--- src/rtl/tl_pkg.sv ---
// TileLink-UL D-channel shared definitions: opcode constants and the packed
// response record used for queue storage.
package tl_pkg;

  localparam int TL_SOURCE_W = 10;
  localparam int TL_DATA_W   = 32;

  localparam logic [2:0] AccessAck     = 3'd0;
  localparam logic [2:0] AccessAckData = 3'd1;
  localparam logic [2:0] HintAck       = 3'd2;

  typedef struct packed {
    logic [2:0]             opcode;
    logic [1:0]             param;
    logic [1:0]             size;
    logic [TL_SOURCE_W-1:0] source;
    logic                   sink;
    logic                   denied;
    logic                   corrupt;
    logic [TL_DATA_W-1:0]   data;
  } tl_d_t;

endpackage

--- src/rtl/tl_d_resp_queue_if.sv ---
// A-channel observation plus D-channel enqueue/dequeue handshakes of the response queue.
// The slave modport is the queue's view; master is the surrounding fabric's view.
interface tl_d_resp_queue_if #(
  parameter int SOURCE_W = 10,
  parameter int DATA_W   = 32
);

  logic                a_valid;
  logic                a_ready;
  logic                a_allow;

  logic                enq_valid;
  logic                enq_ready;
  logic [2:0]          enq_opcode;
  logic [1:0]          enq_param;
  logic [1:0]          enq_size;
  logic [SOURCE_W-1:0] enq_source;
  logic                enq_sink;
  logic                enq_denied;
  logic                enq_corrupt;
  logic [DATA_W-1:0]   enq_data;

  logic                deq_valid;
  logic                deq_ready;
  logic [2:0]          deq_opcode;
  logic [1:0]          deq_param;
  logic [1:0]          deq_size;
  logic [SOURCE_W-1:0] deq_source;
  logic                deq_sink;
  logic                deq_denied;
  logic                deq_corrupt;
  logic [DATA_W-1:0]   deq_data;

  modport slave (
    input  a_valid, a_ready,
    output a_allow,
    input  enq_valid, enq_opcode, enq_param, enq_size, enq_source,
           enq_sink, enq_denied, enq_corrupt, enq_data,
    output enq_ready,
    input  deq_ready,
    output deq_valid, deq_opcode, deq_param, deq_size, deq_source,
           deq_sink, deq_denied, deq_corrupt, deq_data
  );

  modport master (
    output a_valid, a_ready,
    input  a_allow,
    output enq_valid, enq_opcode, enq_param, enq_size, enq_source,
           enq_sink, enq_denied, enq_corrupt, enq_data,
    input  enq_ready,
    output deq_ready,
    input  deq_valid, deq_opcode, deq_param, deq_size, deq_source,
           deq_sink, deq_denied, deq_corrupt, deq_data
  );

endinterface

--- src/rtl/tl_ring_ptr.sv ---
// Ring-buffer bookkeeping: read/write pointers, the maybe_full disambiguation
// flag, and the derived empty/full/count status.
module tl_ring_ptr #(
  parameter  int DEPTH = 2,
  localparam int PTR_W = $clog2(DEPTH),
  localparam int CNT_W = $clog2(DEPTH + 1)
) (
  input  logic             clock,
  input  logic             reset,
  input  logic             enq_fire,
  input  logic             deq_fire,
  output logic [PTR_W-1:0] wr_ptr,
  output logic [PTR_W-1:0] rd_ptr,
  output logic             empty,
  output logic             full,
  output logic [CNT_W-1:0] count
);

  logic             maybe_full;
  logic             ptr_match;
  logic [PTR_W-1:0] ptr_diff;

  // NOTE: sequential state uses non-blocking assignments so every register
  // samples the pre-edge values of its neighbours.
  always_ff @(posedge clock) begin
    if (reset) begin
      wr_ptr     <= '0;
      rd_ptr     <= '0;
      maybe_full <= 1'b0;
    end else begin
      if (enq_fire) wr_ptr <= wr_ptr + PTR_W'(1);
      if (deq_fire) rd_ptr <= rd_ptr + PTR_W'(1);
      // Equal pointers mean empty or full; the last unbalanced operation decides which.
      if (enq_fire != deq_fire) maybe_full <= enq_fire;
    end
  end

  assign ptr_match = (wr_ptr == rd_ptr);
  assign empty     = ptr_match & ~maybe_full;
  assign full      = ptr_match &  maybe_full;
  assign ptr_diff  = wr_ptr - rd_ptr;
  assign count     = full ? CNT_W'(DEPTH) : CNT_W'(ptr_diff);

endmodule

--- src/rtl/tl_d_resp_queue.sv ---
// TileLink-UL D-channel response queue with an outstanding-request tracker
// that throttles the A channel before the response path can overflow.
module tl_d_resp_queue
  import tl_pkg::*;
#(
  parameter  int DEPTH    = 2,
  parameter  int MAX_OUT  = 4,
  parameter  int SOURCE_W = TL_SOURCE_W,
  parameter  int DATA_W   = TL_DATA_W,
  localparam int PTR_W    = $clog2(DEPTH),
  localparam int CNT_W    = $clog2(DEPTH + 1),
  localparam int OUT_W    = $clog2(MAX_OUT + 1)
) (
  input  logic                clock,
  input  logic                reset,
  tl_d_resp_queue_if.slave    bus,
  output logic [CNT_W-1:0]    count,
  output logic [OUT_W-1:0]    outstanding,
  output logic                err_underflow,
  output logic                err_overflow
);

  logic             a_fire;
  logic             enq_fire;
  logic             deq_fire;
  logic             empty;
  logic             full;
  logic [PTR_W-1:0] wr_ptr;
  logic [PTR_W-1:0] rd_ptr;

  tl_d_t            mem [DEPTH];
  tl_d_t            wr_entry;
  tl_d_t            head;

  logic [OUT_W-1:0] outstanding_next;
  logic             err_underflow_next;
  logic             err_overflow_next;

  assign a_fire        = bus.a_valid & bus.a_ready;
  assign enq_fire      = bus.enq_valid & ~full;
  assign deq_fire      = bus.deq_ready & ~empty;
  assign bus.enq_ready = ~full;
  assign bus.deq_valid = ~empty;

  tl_ring_ptr #(.DEPTH(DEPTH)) u_ring_ptr (
    .clock    (clock),
    .reset    (reset),
    .enq_fire (enq_fire),
    .deq_fire (deq_fire),
    .wr_ptr   (wr_ptr),
    .rd_ptr   (rd_ptr),
    .empty    (empty),
    .full     (full),
    .count    (count)
  );

  assign wr_entry = '{
    opcode:  bus.enq_opcode,
    param:   bus.enq_param,
    size:    bus.enq_size,
    source:  TL_SOURCE_W'(bus.enq_source),
    sink:    bus.enq_sink,
    denied:  bus.enq_denied,
    corrupt: bus.enq_corrupt,
    data:    TL_DATA_W'(bus.enq_data)
  };

  // NOTE: payload storage has no reset; the pointers alone decide which
  // entries are live, so clearing the array would only cost logic.
  always_ff @(posedge clock) begin
    if (enq_fire) mem[wr_ptr] <= wr_entry;
  end

  // No flow-through: the head is always a stored entry.
  assign head            = mem[rd_ptr];
  assign bus.deq_opcode  = head.opcode;
  assign bus.deq_param   = head.param;
  assign bus.deq_size    = head.size;
  assign bus.deq_source  = SOURCE_W'(head.source);
  assign bus.deq_sink    = head.sink;
  assign bus.deq_denied  = head.denied;
  assign bus.deq_corrupt = head.corrupt;
  assign bus.deq_data    = DATA_W'(head.data);

  // NOTE: every output of this always_comb gets a default before the case,
  // so no path leaves a value held and no latch is inferred.
  always_comb begin
    outstanding_next   = outstanding;
    err_underflow_next = err_underflow;
    err_overflow_next  = err_overflow;
    case ({a_fire, deq_fire})
      2'b10: begin
        if (outstanding == OUT_W'(MAX_OUT)) err_overflow_next = 1'b1;
        else                                outstanding_next  = outstanding + OUT_W'(1);
      end
      2'b01: begin
        if (outstanding == '0) err_underflow_next = 1'b1;
        else                   outstanding_next   = outstanding - OUT_W'(1);
      end
      default: ;
    endcase
  end

  always_ff @(posedge clock) begin
    if (reset) begin
      outstanding   <= '0;
      err_underflow <= 1'b0;
      err_overflow  <= 1'b0;
    end else begin
      outstanding   <= outstanding_next;
      err_underflow <= err_underflow_next;
      err_overflow  <= err_overflow_next;
    end
  end

  // Registered compare only, so a_allow never loops back through a_valid.
  assign bus.a_allow = (outstanding < OUT_W'(MAX_OUT));

endmodule

--- src/flat_wrapper.sv ---
// flat-port wrapper written by rule: the top's interface ports become plain ports
module tl_d_resp_queue_flat import tl_pkg::*;
#(
  parameter  int DEPTH    = 2,
  parameter  int MAX_OUT  = 4,
  parameter  int SOURCE_W = TL_SOURCE_W,
  parameter  int DATA_W   = TL_DATA_W,
  localparam int PTR_W    = $clog2(DEPTH),
  localparam int CNT_W    = $clog2(DEPTH + 1),
  localparam int OUT_W    = $clog2(MAX_OUT + 1)
)
  (clock, reset, count, outstanding, err_underflow, err_overflow, bus_a_valid, bus_a_ready, bus_a_allow, bus_enq_valid, bus_enq_opcode, bus_enq_param, bus_enq_size, bus_enq_source, bus_enq_sink, bus_enq_denied, bus_enq_corrupt, bus_enq_data, bus_enq_ready, bus_deq_ready, bus_deq_valid, bus_deq_opcode, bus_deq_param, bus_deq_size, bus_deq_source, bus_deq_sink, bus_deq_denied, bus_deq_corrupt, bus_deq_data);
  tl_d_resp_queue_if #(.SOURCE_W(SOURCE_W), .DATA_W(DATA_W)) bus_i ();
  input  logic clock;
  input  logic reset;
  output logic [CNT_W-1:0] count;
  output logic [OUT_W-1:0] outstanding;
  output logic err_underflow;
  output logic err_overflow;
  input wire logic [$bits(bus_i.a_valid)-1:0] bus_a_valid;
  input wire logic [$bits(bus_i.a_ready)-1:0] bus_a_ready;
  output wire logic [$bits(bus_i.a_allow)-1:0] bus_a_allow;
  input wire logic [$bits(bus_i.enq_valid)-1:0] bus_enq_valid;
  input wire logic [$bits(bus_i.enq_opcode)-1:0] bus_enq_opcode;
  input wire logic [$bits(bus_i.enq_param)-1:0] bus_enq_param;
  input wire logic [$bits(bus_i.enq_size)-1:0] bus_enq_size;
  input wire logic [$bits(bus_i.enq_source)-1:0] bus_enq_source;
  input wire logic [$bits(bus_i.enq_sink)-1:0] bus_enq_sink;
  input wire logic [$bits(bus_i.enq_denied)-1:0] bus_enq_denied;
  input wire logic [$bits(bus_i.enq_corrupt)-1:0] bus_enq_corrupt;
  input wire logic [$bits(bus_i.enq_data)-1:0] bus_enq_data;
  output wire logic [$bits(bus_i.enq_ready)-1:0] bus_enq_ready;
  input wire logic [$bits(bus_i.deq_ready)-1:0] bus_deq_ready;
  output wire logic [$bits(bus_i.deq_valid)-1:0] bus_deq_valid;
  output wire logic [$bits(bus_i.deq_opcode)-1:0] bus_deq_opcode;
  output wire logic [$bits(bus_i.deq_param)-1:0] bus_deq_param;
  output wire logic [$bits(bus_i.deq_size)-1:0] bus_deq_size;
  output wire logic [$bits(bus_i.deq_source)-1:0] bus_deq_source;
  output wire logic [$bits(bus_i.deq_sink)-1:0] bus_deq_sink;
  output wire logic [$bits(bus_i.deq_denied)-1:0] bus_deq_denied;
  output wire logic [$bits(bus_i.deq_corrupt)-1:0] bus_deq_corrupt;
  output wire logic [$bits(bus_i.deq_data)-1:0] bus_deq_data;
  assign bus_i.a_valid = bus_a_valid;
  assign bus_i.a_ready = bus_a_ready;
  assign bus_a_allow = bus_i.a_allow;
  assign bus_i.enq_valid = bus_enq_valid;
  assign bus_i.enq_opcode = bus_enq_opcode;
  assign bus_i.enq_param = bus_enq_param;
  assign bus_i.enq_size = bus_enq_size;
  assign bus_i.enq_source = bus_enq_source;
  assign bus_i.enq_sink = bus_enq_sink;
  assign bus_i.enq_denied = bus_enq_denied;
  assign bus_i.enq_corrupt = bus_enq_corrupt;
  assign bus_i.enq_data = bus_enq_data;
  assign bus_enq_ready = bus_i.enq_ready;
  assign bus_i.deq_ready = bus_deq_ready;
  assign bus_deq_valid = bus_i.deq_valid;
  assign bus_deq_opcode = bus_i.deq_opcode;
  assign bus_deq_param = bus_i.deq_param;
  assign bus_deq_size = bus_i.deq_size;
  assign bus_deq_source = bus_i.deq_source;
  assign bus_deq_sink = bus_i.deq_sink;
  assign bus_deq_denied = bus_i.deq_denied;
  assign bus_deq_corrupt = bus_i.deq_corrupt;
  assign bus_deq_data = bus_i.deq_data;
  tl_d_resp_queue #(.DEPTH(DEPTH), .MAX_OUT(MAX_OUT), .SOURCE_W(SOURCE_W), .DATA_W(DATA_W)) u_core (.clock(clock), .reset(reset), .bus(bus_i), .count(count), .outstanding(outstanding), .err_underflow(err_underflow), .err_overflow(err_overflow));
endmodule
--- config.mk ---
export PLATFORM = sky130hd
export DESIGN_NAME = tl_d_resp_queue_flat
export DESIGN_NICKNAME = d
export VERILOG_FILES = /design/src/rtl/tl_pkg.sv /design/src/rtl/tl_d_resp_queue_if.sv /design/src/rtl/tl_ring_ptr.sv /design/src/rtl/tl_d_resp_queue.sv /design/src/flat_wrapper.sv
export SDC_FILE = /design/constraint.sdc
export NUM_CORES = 1
export LEC_CHECK = 0
export ABC_CLOCK_PERIOD_IN_PS = 7860
export CAP_MARGIN = 20
export CORE_UTILIZATION = 45
export DETAILED_ROUTE_END_ITERATION = 6
export PLACE_DENSITY = 0.8
export REMOVE_ABC_BUFFERS = 1
export SYNTH_ARGS = -nofsm -noshare
export SYNTH_HDL_FRONTEND = slang
export SYNTH_SLANG_ARGS = --single-unit
export TNS_END_PERCENT = 20
--- constraint.sdc ---
create_clock -name clock -period 7.86 [get_ports clock]
set_input_delay 1.179 -clock clock [delete_from_list [all_inputs] [get_ports clock]]
set_output_delay 1.179 -clock clock [all_outputs]
set_load 0.05 [all_outputs]
### Yosys cells after proc, flatten, opt, wreduce, memory -nomap -nowiden

Memories as Yosys holds them, arrays and structs flattened. A register that Yosys moved wholly into a read port is not among the register bits.
Index checks and enable logic that the tools add are counted.

| word-level totals | value |
|---|---|
| register bits | 8 |
| RAM bits | 104 |
| bits of input ports | 58 |
| output and inout port bits | 62 |
| word-level logic and storage cells | 41 |
| memories | 1 |

| operators by class | value |
|---|---|
| add/sub/neg operators | 5 |
| order comparisons | 1 |
| eq/ne operators | 7 |
| muxes and demuxes | 8 |
| bitwise gates (word level) | 8 |
| reductions and logical operators | 5 |

Memory list:

| name | words | bits a word | read ports | clocked after memory_dff | write ports | line | source |
|---|---|---|---|---|---|---|---|
| u_core.mem | 2 | 52 | 1 | 1 | 1 | tl_d_resp_queue.sv:31 | `tl_d_t mem [DEPTH];` |

Operator list:

| operator | count |
|---|---|
| two-way mux 3 bit | 2 |
| one-hot mux 3 bit (2 select lines) | 1 |
| AND 1 bit | 5 |
| two-way mux 1 bit | 4 |
| != test 2 bit (second input constant) | 2 |
| AND reduction 2 bit | 2 |
| adder 3 x 1 -> 3 bit (second input constant) | 1 |
| == test 3 bit (second input constant) | 1 |
| logical NOT 3 bit | 1 |
| < comparator 3 bit (second input constant) | 1 |
| NOT 1 bit | 3 |
| AND reduction 3 bit | 1 |
| subtractor 3 x 1 -> 3 bit (second input constant) | 1 |
| adder 1 bit (second input constant) | 2 |
| == test 2 x 1 -> 1 bit (second input constant) | 1 |
| == test 2 bit (second input constant) | 1 |
| two-way mux 2 bit | 1 |
| nonzero test 2 bit | 1 |
| == test 1 bit | 1 |
| != test 1 bit | 1 |
| subtractor 1 bit | 1 |

### Logic depth before layout (Yosys ltp)

| depth | value |
|---|---|
| depth in word-level cells | 7 |
| gate-level depth with buffers | 8 |
| gate-level depth less buffers | 8 |

### Modules after synthesis

Synthesis repeated with hierarchy kept, for this count alone.

| unflattened totals | value |
|---|---|
| cells, all modules | 217 |
| area total of the unflattened synthesis | 4199.0 um^2 |

By module, submodules not included:

| module | instances | cells an instance | area an instance (um^2) | sequential area each (um^2) |
|---|---|---|---|---|
| tl_d_resp_queue | 1 | 202 | 4061.4 | 3223.1 |
| tl_ring_ptr | 1 | 15 | 137.6 | 60.1 |

### Least setup slack after synthesis

OpenSTA, ideal clock, no wires.

| path | value |
|---|---|
| kind | input port to flip-flop |
| from | in bus_enq_valid |
| to | mem u_core.mem[0][0] in the netlist's numbering (enable) |
| library setup time | 526 ps |
| arrival time | 4865 ps |
| data required time | 7334 ps |
| path slack | 2469 ps |
| stages on the path | 2 |
| buffers on the path | 0 |
| path through | clkinv_1 nor3_1 |

| on the way | value |
|---|---|
| longest elaborated chain between the ends | 3 |

Ends and longest elaborated chain:

| item | line | source |
|---|---|---|
| from (decl) | flat_wrapper.sv:23 | `input wire logic [$bits(bus_i.enq_valid)-1:0] bus_enq_valid;` |
| AND 1 bit | tl_d_resp_queue.sv:40 | `assign enq_fire = bus.enq_valid & ~full;` |
| two-way mux 1 bit | tl_d_resp_queue.sv:71 | `if (enq_fire) mem[wr_ptr] <= wr_entry;` |
| two-way mux 1 bit (not written as such) | tl_d_resp_queue.sv:71 |  |
| to (decl) | tl_d_resp_queue.sv:31 |  |

Every way passes these cells.

==> key figures <==
Floorplanning
  • Core area: 0.00920 mm²
  • Starting Density: 46.2%
  • Io pins: 120
  • Die Area: 0.00983 mm²
  • Row Count: 35
  • Overall die width: 99.2 µm
  • Die span in y: 99.2 µm

Final layout
  • Multi-input gate area: 888 µm²
  • Layout area overhead: 44.6%
  • Layout cell share with drive strength beyond 1: 13.2%
  • Non-Filler Instances: 481
  • Fillers: 641
  • Reg area: 0.00330 mm²
  • Net count, final: 416
  • Post-route cell area: 0.00614 mm²
  • ANT cells: 0

Power
  • Leak: 2.11 nW
  • Total power: 2.12 mW
  • Pwr Density: 344 mW/mm²
  • Peak supply drop: 0.217 mV

Setup path
  • WP data required: 6680 ps
  • Worst path bufs/invs: 2
  • Max FO, Critical Path: 33
  • Critical path depth: 3
  • Worst setup path end: bus_deq_data[27]
  • Worst R2R Start: u_core.u_ring_ptr.wr_ptr$_SDFFE_PP0P_
  • Worst Path Arrival: 2790 ps
  • RR Endpoint: u_core.mem[1][1]$_DFFE_PP_
  • R2R Setup Slk: 5620 ps
  • R2R cell count: 4
  • CP max stage cell: clkdlybuf4s50_1
  • Critical path class: register to primary output
  • Cell breakdown of the critical path: buf_4, mux2_1, clkdlybuf4s50_1
  • CP delay by family, top: buffers and inverters
  • Setup crit start kind: register
  • CP max stage delay: 710 ps
  • Crit path capture type: primary output

Route
  • Vias post-DR: 2,413
  • WL/cell: 16.9 µm
  • DR iter-0 viols: 79
  • Antenna viol nets, final: 0
  • Drt first pass iters: 6
  • Routed WL: 8.12 mm
  • Via density per instance: 5.02
  • Final routed DRC violation total: 0

GRT
  • First-pass GRT wire length: 12.7 mm
  • Aggregate global-route resource usage: 17.6%
  • Initial antenna violation count: 0
  • Largest net degree at the start of global routing: 34
  • Vias in the first global route: 2,541
  • GRT Residual Overflow: 0

Timing
  • Final setup margin: 3890 ps
  • Fmax: 252 MHz
  • Final setup skew: 6.46 ps
  • Final-report hold violation count: 0
  • Final period util: 50.5%
  • Actual slew at the worst max-slew pin: 554 ps
  • Normalized max-slew margin: 63.0%
  • RSZ-0062 raised after global routing: false
  • Final setup TNS: 0 ps
  • Min Clock Period, post-route: 3970 ps
  • Final setup violation count: 0
  • Count of pins over their slew limit: 0

Yosys
  • Avg Inst Size Synth: 19.1 µm²
  • Top post-synthesis cells by area: edfxtp_1, mux2_1, dfxtp_1, mux2_2, nor2_1
  • YS warnings: 0
  • Post-Syn Area: 0.00425 mm²
  • Cell taking the most area after synthesis: edfxtp_1
  • Mapped Cells: 223
  • Seq/Total Area, Yosys: 77.7%
  • Flops & latches, synth: 113
  • Synth unique cells: 33
  • Most common cell in the synthesized netlist: edfxtp_1
  • Top cells by count, synth: edfxtp_1, mux2_1, nor2_1
  • Post-synth top area share: 73.5%
  • Post-synth EDFFs: 104
  • Dominant synthesized flop cell: edfxtp_1
  • Asr flop ratio synth: 0%

Clocking
  • Clock insertion delay at the later pin of the skew report: 500 ps
  • CTS max path bufs: 2
  • Post-CTS Setup Bufs: 0
  • Number of gates resized after cts: 0
  • Post-CTS Hold Fix Bufs: 0
  • Cts bufs inserted: 17
  • CTS tree: done
  • Root Driver: clkbuf_8
  • Reg clk slew, reported paths: 50 ps
  • CTS Sinks: 113
  • H-tree depth: 4

Flow run
  • Max Cap Viol: 0

Placement
  • Pre-CTS setup slack: 4370 ps
  • GPL Wtd Cong: 0.779
  • Detailed placement HPWL: 5.17 mm
  • Buffers added on ports: 119
  • DP Area: 0.00558 mm²
  • Placed Cells: 449

Min path
  • HP Class: register to register

Outcome
  • Outcome: complete, no violations
==> cell families (layout without fill, tap and decap cells) <==
kind of cell / after synthesis / in the layout / share of synthesized area [%]
compound gates: 14 / 14 / 2.80
xor+xnor: 4 / 4 / 1.00
fa+ha+maj: 1 / 1 / 0.471
buf+inv: 16 / 163 / 1.50
flops: 113 / 113 / 77.7
mux: 53 / 53 / 14.0
simple gates: 22 / 22 / 2.44
==> cells in the final DEF, fill, tap and decap left out, types with 2 or more instances in the layout <==
cell | netlist | final
a31oi_1 | 3 | 3
buf_4 | 1 | 4
bufinv_16 | 0 | 2
clkbuf_1 | 5 | 2
clkbuf_16 | 0 | 16
clkdlybuf4s50_1 | 0 | 119
clkinv_1 | 1 | 2
clkinv_2 | 0 | 2
clkinvlp_4 | 0 | 5
dfxtp_1 | 9 | 8
edfxtp_1 | 104 | 104
inv_1 | 4 | 4
inv_2 | 3 | 3
inv_6 | 0 | 2
mux2_1 | 49 | 49
mux2_2 | 4 | 4
nand2_1 | 3 | 3
nor2_1 | 12 | 12
xnor2_1 | 3 | 3
==> per-stage QoR <==
stage / util, % / hold slack (ps)
after global routing: 66.8 / 502
final: 66.8 / 479
after floorplan: - / 544
after detailed placement: 60.7 / 461
after global placement: 60.7 / 455
after CTS: 66.8 / 481
==> metal layers <==
metal	wire length, µm	part of all wire (%)	GRT usage [%]	vias up
met4	41	0.50	6.22	0
li1	-	-	-	1130
met2	4060	50	28.3	101
met3	647	8.0	7.45	6
met1	3370	41	21.4	1176
met5	0	0	0	-
==> worst min path at each step <==
| stage | cells after the start | slack [ps] | from | to |
|---|---|---|---|---|
| global placement | 2 | 450 | u_core.err_underflow$_SDFFE_PP0P_ | u_core.err_underflow$_SDFFE_PP0P_ |
| global route | 2 | 500 | u_core.err_underflow$_SDFFE_PP0P_ | u_core.err_underflow$_SDFFE_PP0P_ |
| finish | 2 | 480 | u_core.err_underflow$_SDFFE_PP0P_ | u_core.err_underflow$_SDFFE_PP0P_ |
| detailed placement | 2 | 460 | u_core.err_underflow$_SDFFE_PP0P_ | u_core.err_underflow$_SDFFE_PP0P_ |
| CTS | 2 | 480 | u_core.err_underflow$_SDFFE_PP0P_ | u_core.err_underflow$_SDFFE_PP0P_ |
| floorplan | 2 | 540 | u_core.u_ring_ptr.maybe_full$_SDFFE_PP0P_ | u_core.u_ring_ptr.maybe_full$_SDFFE_PP0P_ |
==> where the power goes <==
| part | switching [mW] | total [mW] | internal, mW |
|---|---|---|---|
| Clock | 0.261 | 0.711 | 0.450 |
| Sequential | 0.0321 | 0.764 | 0.732 |
| Combinational | 0.414 | 0.641 | 0.227 |
==> registers in the layout (all words and copies together), names as in the netlist, named ones only <==
register                      cells
u_core.err_underflow              1
u_core.outstanding                3
u_core.err_overflow               1
u_core.mem                      104
u_core.u_ring_ptr.rd_ptr          1
u_core.u_ring_ptr.wr_ptr          1
u_core.u_ring_ptr.maybe_full      1
==> final cells by class <==
cell class | instances | area share (%)
Clock buffer | 19 | 6.86
Tap cell | 111 | 2.26
Inverter | 8 | 0.489
Clock inverter | 13 | 2.24
Multi-Input combinational cell | 94 | 14.5
Sequential cell | 113 | 53.8
Timing Repair Buffer | 123 | 19.9
==> tightest hold or removal path, cell delays in order (launching register included) <==
cell and delay (ps):
dfxtp_1 330, a31oi_1 40, nor2_1 70
Note: power is estimated with default switching activity, not from simulation.
==> RTL change (same flow settings) <==
`MAX_OUT` is set to 4 in 2 places; all go to 8.
--- a/src/rtl/tl_d_resp_queue.sv
+++ b/src/rtl/tl_d_resp_queue.sv
@@ -6,3 +6,3 @@
   parameter  int DEPTH    = 2,
-  parameter  int MAX_OUT  = 4,
+  parameter  int MAX_OUT  = 8,
   parameter  int SOURCE_W = TL_SOURCE_W,
--- a/src/flat_wrapper.sv
+++ b/src/flat_wrapper.sv
@@ -4,3 +4,3 @@
   parameter  int DEPTH    = 2,
-  parameter  int MAX_OUT  = 4,
+  parameter  int MAX_OUT  = 8,
   parameter  int SOURCE_W = TL_SOURCE_W,
Interface: changed (resized outstanding); port bits go from 120 to 121. No check against the original RTL was run, so the function may have changed too.
==> RTL change against the unedited design <==
- power rose by 0.87%
- die area up 2.9%
- count of clock-buffer cells in the layout down 1
- worst setup slack better by 0.12 ns
- global-route usage down 0.19 points
- core utilization grew 0.63 points
- sequential power about the same
- register-to-register slack about the same
- synthesized area increased by 2.9%
- final area grew 2.4%
- wire length is 4.1% higher
- final cell count rose by 5.8%
- sequential cell count up 1
==> RTL change: results (changes against the unedited design) <==
[status]
status=complete, no violations  ; unchanged

[detailed_routing]
post_drt_wl_per_cell_um=16.6  ; was 16.9 um
viasPerCell=4.96  ; was 5.02
dr.pass1.iters=4  ; was 6
drt_iter0_markers=85  ; was 79

[power]
leakagePower_nw=2.15  ; was 2.11 nW
ir_drop_v=0.000171  ; was 0.000217 V

[layout]
antenna_cells=0  ; unchanged
drive_gt1_frac=0.253  ; was 0.132
syn_to_final_growth_pct=43.8  ; was 44.6%
fillerInstances=646  ; was 641
final_nets=427  ; was 416
reg_top3=u_core.mem (104), u_core.outstanding (4)  ; was u_core.mem (104), u_core.outstanding (3)
layoutNonFillerInstCount=509  ; was 481

[placement]
post-dp-hpwl_um=5390  ; was 5170 um
portBuffers=120  ; was 119
placed_cell_area_mm2=0.00571  ; was 0.00558 mm2
pre_cts_ws_ns=4.51  ; was 4.37 ns
place_congestion=0.765  ; was 0.779
placed_cells=478  ; was 449

[timing]
skew_ns=0.00841  ; was 0.00646 ns
hold_ws_ns=0.455  ; was 0.479 ns
worst_pin_slew_ns=0.702  ; was 0.554 ns
fin_crit_sh=0.489  ; was 0.505

[clock_tree]
path_clk_slew_ns=0.06
cts_made_buffers=17  ; unchanged
clock_path_buffers=2  ; unchanged

[synth]
ys_seq_area_frac=0.760  ; was 0.777
syn-mean-instance-area_um2=18.4  ; was 19.1 um2
synth-edff-count=104  ; unchanged
synth_common_cells=edfxtp_1 (104), mux2_2 (54), dfxtp_1 (10)  ; was edfxtp_1 (104), mux2_1 (49), nor2_1 (12)
synthArstFlopShare=0  ; unchanged
synth_area_leaders=edfxtp_1 (71%), mux2_2 (14%), dfxtp_1 (4.6%), clkbuf_1 (0.69%), nor2_1 (0.60%)  ; was edfxtp_1 (73%), mux2_1 (13%), dfxtp_1 (4.2%), mux2_2 (1.1%), nor2_1 (1.1%)
synth_cell_type_count=40  ; was 33
yosysWarnings=0  ; unchanged

[global_routing]
first_global_vias=2534  ; was 2541
grt.total_usage=0.174  ; was 0.176
grt_max_degree=53  ; was 34
grt_antenna_before_repair=0  ; unchanged
grt_first_pass_wirelength_um=12900  ; was 12700 um

[setup_path]
critPathMaxStageDelay_ns=0.72
critPathMaxFanout=39  ; was 33
crit_slowest_cell=clkdlybuf4s50_1  ; unchanged
r2r_setup_slack_ns=5.62  ; about the same

[min_path]
min_path_type=reg2reg  ; unchanged

## RTL change: area by class of cell
type,instances,area [um2],area share
Sequential cell,114,3320,0.529
Tap cell,129,161,0.0257
Inverter,5,18.8,0.00298
Clock inverter,13,163,0.0259
Multi-Input combinational cell,107,980,0.156
Clock buffer,18,418,0.0665
Timing Repair Buffer,123,1220,0.195
## RTL change: path summary, 6_finish.rpt
check,from,cells past startpoint,to
worst max-delay path,register,3,bus_deq_data[25]
worst max register to register,u_core.u_ring_ptr.wr_ptr,9,u_core.outstanding[2]
worst min register to register,u_core.err_underflow,2,u_core.err_underflow
worst min-delay path,u_core.err_underflow,2,u_core.err_underflow
## RTL change: logic make-up after synthesis
logic type      Yosys count  synth area share
fa+ha+maj                 1           0.00286
buf+inv                  17            0.0177
flops                   114             0.760
xor+xnor                  4           0.00973
compound gates           13            0.0237
simple gates             34            0.0449
mux                      55             0.141
## RTL change: power breakdown
group | switching (mW) | leakage, nW | total (mW) | internal (mW)
Clock | 0.255 | 0.277 | 0.736 | 0.481
Sequential | 0.0313 | 1.05 | 0.767 | 0.736
Combinational | 0.394 | 0.823 | 0.631 | 0.236
## RTL change: routing by layer
| metal | vias up | part of all wire | track usage |
|---|---|---|---|
| met5 | - | 0 | 0 |
| met3 | 6 | 0.064 | 0.0666 |
| met4 | 0 | 0.0051 | 0.0624 |
| met1 | 1246 | 0.44 | 0.216 |
| met2 | 86 | 0.49 | 0.279 |
| li1 | 1187 | - | - |
## RTL change: critical path, delay by kind of cell (launching register included)
family,cells,cell delay [ns]
buffers and inverters,2,1.23
DFF,1,0.52
muxes,1,0.40
